**src/rtl/clock_freq_meter.sv**
```systemverilog
// Frequency/period meter for a slow asynchronous signal sampled in the clk domain.
// Counts rising edges per fixed gate window and clk cycles between consecutive edges.
module clock_freq_meter #(
    parameter int unsigned GATE_CYCLES = 100_000_000,
    parameter int unsigned CNT_W       = 32,
    parameter int unsigned PER_W       = 32,
    parameter int unsigned SYNC_STAGES = 2
) (
    input  logic             clk,
    input  logic             rst,
    input  logic             en,
    input  logic             sig_in,
    output logic [CNT_W-1:0] freq_count,
    output logic [PER_W-1:0] period_cycles,
    output logic             meas_valid,
    output logic             period_valid,
    output logic             no_signal,
    output logic             cnt_ovf
);

    localparam int unsigned GW = $clog2(GATE_CYCLES);

    localparam logic [GW-1:0]    GATE_LAST = GW'(GATE_CYCLES - 1);
    localparam logic [CNT_W-1:0] CNT_MAX   = {CNT_W{1'b1}};
    localparam logic [PER_W-1:0] PER_MAX   = {PER_W{1'b1}};

    localparam logic [0:0] S_IDLE = 1'b0;
    localparam logic [0:0] S_GATE = 1'b1;

    logic [SYNC_STAGES-1:0] sync_q, sync_d;
    logic                   prev_q, prev_d;
    logic                   edge_q, edge_d;
    logic [0:0]             state_q, state_d;
    logic [GW-1:0]          gate_q, gate_d;
    logic [CNT_W-1:0]       acc_q, acc_d;
    logic                   ovf_q, ovf_d;
    logic                   armed_q, armed_d;
    logic [PER_W-1:0]       per_acc_q, per_acc_d;
    logic [CNT_W-1:0]       freq_q, freq_d;
    logic [PER_W-1:0]       per_q, per_d;
    logic                   mvalid_q, mvalid_d;
    logic                   pvalid_q, pvalid_d;
    logic                   nosig_q, nosig_d;
    logic                   cov_q, cov_d;

    logic [CNT_W-1:0] acc_nx;
    logic             ovf_nx;
    logic [PER_W-1:0] per_inc;

    // Edge total including this cycle's pulse, saturating at CNT_MAX.
    always_comb begin
        acc_nx = acc_q;
        ovf_nx = ovf_q;
        if (edge_q) begin
            if (acc_q == CNT_MAX) begin
                ovf_nx = 1'b1;
            end else begin
                acc_nx = acc_q + CNT_W'(1);
            end
        end
        per_inc = (per_acc_q == PER_MAX) ? PER_MAX : per_acc_q + PER_W'(1);
    end

    always_comb begin
        sync_d   = {sync_q[SYNC_STAGES-2:0], sig_in};
        prev_d   = sync_q[SYNC_STAGES-1];
        edge_d   = sync_q[SYNC_STAGES-1] & ~prev_q;
        state_d  = state_q;
        gate_d   = gate_q;
        acc_d    = acc_q;
        ovf_d    = ovf_q;
        freq_d   = freq_q;
        nosig_d  = nosig_q;
        cov_d    = cov_q;
        mvalid_d = 1'b0;
        unique case (state_q)
            S_IDLE: begin
                gate_d = '0;
                acc_d  = '0;
                ovf_d  = 1'b0;
                if (en) state_d = S_GATE;
            end
            S_GATE: begin
                if (gate_q == GATE_LAST) begin
                    freq_d   = acc_nx;
                    nosig_d  = (acc_nx == '0);
                    cov_d    = ovf_nx;
                    mvalid_d = 1'b1;
                    gate_d   = '0;
                    acc_d    = '0;
                    ovf_d    = 1'b0;
                    state_d  = en ? S_GATE : S_IDLE;
                end else if (!en) begin
                    gate_d  = '0;
                    acc_d   = '0;
                    ovf_d   = 1'b0;
                    state_d = S_IDLE;
                end else begin
                    gate_d = gate_q + GW'(1);
                    acc_d  = acc_nx;
                    ovf_d  = ovf_nx;
                end
            end
            default: state_d = S_IDLE;
        endcase
    end

    // Edge pulse restarts the distance count at 1 so the next edge reads t1-t0.
    always_comb begin
        armed_d   = armed_q;
        per_acc_d = per_acc_q;
        per_d     = per_q;
        pvalid_d  = 1'b0;
        if (!en) begin
            armed_d   = 1'b0;
            per_acc_d = '0;
        end else if (edge_q) begin
            if (armed_q) begin
                per_d    = per_acc_q;
                pvalid_d = 1'b1;
            end
            armed_d   = 1'b1;
            per_acc_d = PER_W'(1);
        end else begin
            per_acc_d = per_inc;
        end
    end

    always_ff @(posedge clk or posedge rst) begin
        if (rst) begin
            sync_q    <= '0;
            prev_q    <= 1'b0;
            edge_q    <= 1'b0;
            state_q   <= S_IDLE;
            gate_q    <= '0;
            acc_q     <= '0;
            ovf_q     <= 1'b0;
            armed_q   <= 1'b0;
            per_acc_q <= '0;
            freq_q    <= '0;
            per_q     <= '0;
            mvalid_q  <= 1'b0;
            pvalid_q  <= 1'b0;
            nosig_q   <= 1'b0;
            cov_q     <= 1'b0;
        end else begin
            sync_q    <= sync_d;
            prev_q    <= prev_d;
            edge_q    <= edge_d;
            state_q   <= state_d;
            gate_q    <= gate_d;
            acc_q     <= acc_d;
            ovf_q     <= ovf_d;
            armed_q   <= armed_d;
            per_acc_q <= per_acc_d;
            freq_q    <= freq_d;
            per_q     <= per_d;
            mvalid_q  <= mvalid_d;
            pvalid_q  <= pvalid_d;
            nosig_q   <= nosig_d;
            cov_q     <= cov_d;
        end
    end

    assign freq_count    = freq_q;
    assign period_cycles = per_q;
    assign meas_valid    = mvalid_q;
    assign period_valid  = pvalid_q;
    assign no_signal     = nosig_q;
    assign cnt_ovf       = cov_q;

endmodule
```
**config.mk**
```make
export PLATFORM = sky130hd
export DESIGN_NAME = clock_freq_meter
export DESIGN_NICKNAME = d
export VERILOG_FILES = /design/src/rtl/clock_freq_meter.sv
export SDC_FILE = /design/constraint.sdc
export NUM_CORES = 1
export LEC_CHECK = 0
export ABC_AREA = 1
export CORE_MARGIN = 3
export CORE_UTILIZATION = 37
export CTS_CLUSTER_DIAMETER = 150
export DETAILED_ROUTE_END_ITERATION = 8
export GPL_ROUTABILITY_DRIVEN = 0
export PLACE_DENSITY = 0.62
export SETUP_SLACK_MARGIN = 0.1
export SLEW_MARGIN = 5
export SYNTH_ARGS = -nofsm -noshare
export SYNTH_HDL_FRONTEND = slang
export SYNTH_SLANG_ARGS = --single-unit
```
**constraint.sdc**
```tcl
create_clock -name clk -period 6 [get_ports clk]
set_input_delay 1.8 -clock clk [delete_from_list [all_inputs] [get_ports clk]]
set_output_delay 1.8 -clock clk [all_outputs]
set_load 0.005 [all_outputs]
```
==> summary by stage <==
Run status
The flow ran to the end, and the final reports show no timing, DRC or antenna violations.

Setup path
Counting both buffers and inverters, the worst setup path holds a total of 4. STA classifies the critical path endpoint as a register. The signal on the critical path passes through clkdlybuf4s50_1 -> inv_1 -> nor3_1 -> clkinv_1 -> buf_4 -> nand2_1 -> o21ai_0. Among all stages on the critical path, the largest delay is contributed by sky130_fd_sc_hd__clkinv_1. The worst setup path is launched from an input port. The startpoint of the worst-slack reg-to-reg timing path is edge_q.

The setup check on the worst reg-to-reg path leaves a slack of about 3.3 ns. In this run the worst path has a maximum fanout of 28. The cell family contributing the most delay on the critical path is buffers and inverters. The worst endpoint required time is 6.30 ns. In this run the critical register-to-register path is captured at period_cycles[27]. The critical path in this run is classified as input port to register.

For this run, the slowest stage of the critical path takes a little over 0.6 ns. The number of cells on the worst reg-to-reg path is 7. At the worst endpoint, the arrival time is 3.93 ns.

Timing
The number of max-slew violations in the final report came to 0. Measured against its own limit, the worst slew margin works out to 0.305. Dividing the final minimum period by the clock period gives 0.604. Clock skew on the completed layout was measured at between 0.01 and 0.015 ns. For the pin with the worst max-slew slack, the measured transition is between 1 and 1.5 ns.

The worst hold slack across all endpoints is ~0.35 ns. The setup slack of the critical path after layout is roughly 2.4 ns. The final count of hold timing violations is 0. The accumulated negative setup slack is 0 ns. The timing-limited maximum frequency is 276 MHz. Setup repair after global routing left no endpoint under its margin. Setup violations remaining at the end of the flow were counted as 0. The final critical-path required period is 3.63 ns.

Synth
By area the synthesized netlist is led by sky130_fd_sc_hd__dfrtp_1, sky130_fd_sc_hd__nand2_1, sky130_fd_sc_hd__inv_1. The Yosys step of the flow raised 0 warnings. After synthesis, the mean cell area works out to 7.83 sq um.

The synthesized design spends more area on one cell type than any other, namely sky130_fd_sc_hd__dfrtp_1. Of the post-synthesis cell area, the dominant cell type holds 0.492. For this run, the register share of the synthesized area comes to 0.492.

Counting every instance in the synthesized netlist gives around 1,100. Counting flops and latches in the post-synthesis netlist gives around 170. The cell area after technology mapping is between 0.008 and 0.009 sq mm. The number of distinct library cell variants in the gate-level netlist after synthesis is 36. The number of nets in the synthesized netlist is roughly 1,100.

Power
The overall power consumption is 2.30 mW. The leakage power of the design is approximately 4.6 nW. The power per cell area is 231 mW/mm^2. IR analysis of the VDD net gives a maximum drop of around 180 uV.

Placement
The placed instance area is between 0.009 and 0.01 sq mm. Counting tap cells, the placed design contains a total of between 1,000 and 1,500 instances. After legalization and detailed placement, the total HPWL measured about 14 mm. The quantity of I/O buffers inserted on ports is just over 70. The worst slack at placement is 1.92 ns.

Layout
After the last flow step, the layout net total stands at ~1,200. The finished layout cell area is 0.00996 sq mm. For this run, the number of standard cells in the final layout without fillers is between 1,000 and 1,500. The most common cell after layout, fill and taps aside is sky130_fd_sc_hd__nand2_1. The layout overhead on the synthesized area is 18.0%. 0 antenna diodes ended up in the layout. At the end of the flow the core is filled with cells to 0.451. The number of fill cells is 2,195. Of the cells placed in the final design, the portion with a size suffix greater than 1 is 0.0683. The library cells used most frequently in the layout, excluding fill and tap cells, are sky130_fd_sc_hd__nand2_1, sky130_fd_sc_hd__dfrtp_1, sky130_fd_sc_hd__inv_1.

Route
After detailed routing, the number of vias per cell comes to around 4.9. The average wire length per cell after detail routing is 14.1 um. After detailed routing, the total wire length is around 20 mm.

The number of DRC violations after detailed-routing iteration 0 is ~440. The count of nets left with antenna violations once routing finished came out at 0. The number of iterations in the first detailed-routing pass is 6.

The total number of vias is 7,040. After detailed routing, the number of remaining DRC violations is 0.

Global route
Entering global routing, the biggest net connects about 170 pins. The busiest layer in global routing is met2. The global-route wire length before repair is between 30 and 40 mm.

For this run, global-route usage on met1 was measured as 0.233. The initial antenna violation count came to 0. For met3 alone, demand over resource in global routing was 0.0311. The met2 global-route usage is 0.280. The number of global-route vias before repair came to 6,822.

The total global-route track usage is 0.171. The total overflow left after global routing is 0.

CTS
At the later pin of the worst-skew pair, clock insertion delay measures approximately 0.43 ns. The H-tree level count is 4. Buffers added to address setup during post-CTS repair amount to 0.

The total number of clock tree sinks is between 150 and 200. The cell at the root of the clock tree is sky130_fd_sc_hd__clkbuf_16. The count of hold-fix buffers inserted at cts is 0. TritonCTS built the clock tree.

After clock tree synthesis, the repair step resized 0 gates. The clock slew seen by the registers of the worst setup and hold paths is around 0.070 ns. The number of buffers inserted during clock tree synthesis is 17. In this run the deepest clock path goes through 2 buffers.

Floorplanning
The top-level port count is 72. The cell row count is between 50 and 60. The core region area is around 0.022 sq mm.

The die footprint is 0.0247 sq mm. The initial cell density of the core is 0.382. Measured along the x axis, the die boundary spans roughly 160 um. The floorplan die height is 157 um.

Worst hold path
The min-delay analysis places its worst path in the category register to register. In this run the most critical hold path is launched from sync_q[0]. Counting instances, the worst hold path has a depth of 0. The endpoint of the worst hold path is sync_q[1].

Job
The tool flagged a number of max-cap violations equal to 0.
## where the power goes
group          total (mW)  internal [mW]  leakage (nW)  switching (mW)
sequential           1.16           1.14          2.28          0.0166
clock                1.02          0.539         0.255           0.480
combinational       0.122         0.0540          2.02          0.0677
## kinds of logic (layout without fill, tap and decap cells)
logic type,count (synthesis),count (layout),share of synthesized area
buffers and inverters,181,261,0.0838
AND/OR/NAND/NOR,555,555,0.300
AO/OA/AOI/OAI,141,141,0.0871
adder cells (fa/ha/maj),3,3,0.00445
flip-flops,166,166,0.492
XOR/XNOR,31,31,0.0322
## how the worst max path moves through the flow
| stage | startpoint | to | cells past startpoint |
|---|---|---|---|
| floorplan | rst | acc_q[0] | 1 |
| global placement | en | period_cycles[13] | 7 |
| detailed placement | en | period_cycles[27] | 7 |
| CTS | en | period_cycles[27] | 7 |
| global route | en | period_cycles[27] | 6 |
| finish | en | period_cycles[27] | 7 |
## Yosys cell counts, drive strengths merged
cell    count
nand2     265
nand3b      3
nor3b       1
nor3       36
o21a        2
a21oi      41
ha          3
o31ai       5
xnor2       5
a211oi      1
inv       148
clkinv      3
o21bai      1
a31oi       5
clkbuf     22
nor4        9
o21ai      86
nand3      62
nor2      153
xor2       26
dfrtp     166
buf         8
nand4      26
## cell type report
| type | count | area (sq um) | area share |
|---|---|---|---|
| well taps | 280 | 350 | 0.0352 |
| clock inverters | 11 | 92.6 | 0.00930 |
| multi-input cells | 730 | 3580 | 0.359 |
| clock buffers | 21 | 440 | 0.0442 |
| repair buffers | 78 | 776 | 0.0779 |
| inverters | 151 | 571 | 0.0573 |
| flip-flops and latches | 166 | 4150 | 0.417 |
## metal layers
layer	wire (um)	up-vias
met5	0	-
met3	571	20
met4	265	0
li1	-	3574
met2	9940	112
met1	9450	3334
## state kept, by name, summed over array words and instances (netlist names), 2 cells and up
| signal | flops |
|---|---|
| acc_q | 32 |
| freq_count | 32 |
| per_acc_q | 32 |
| period_cycles | 32 |
| gate_q | 27 |
| sync_q | 2 |
No activity file was read; power rests on OpenSTA's default activity.
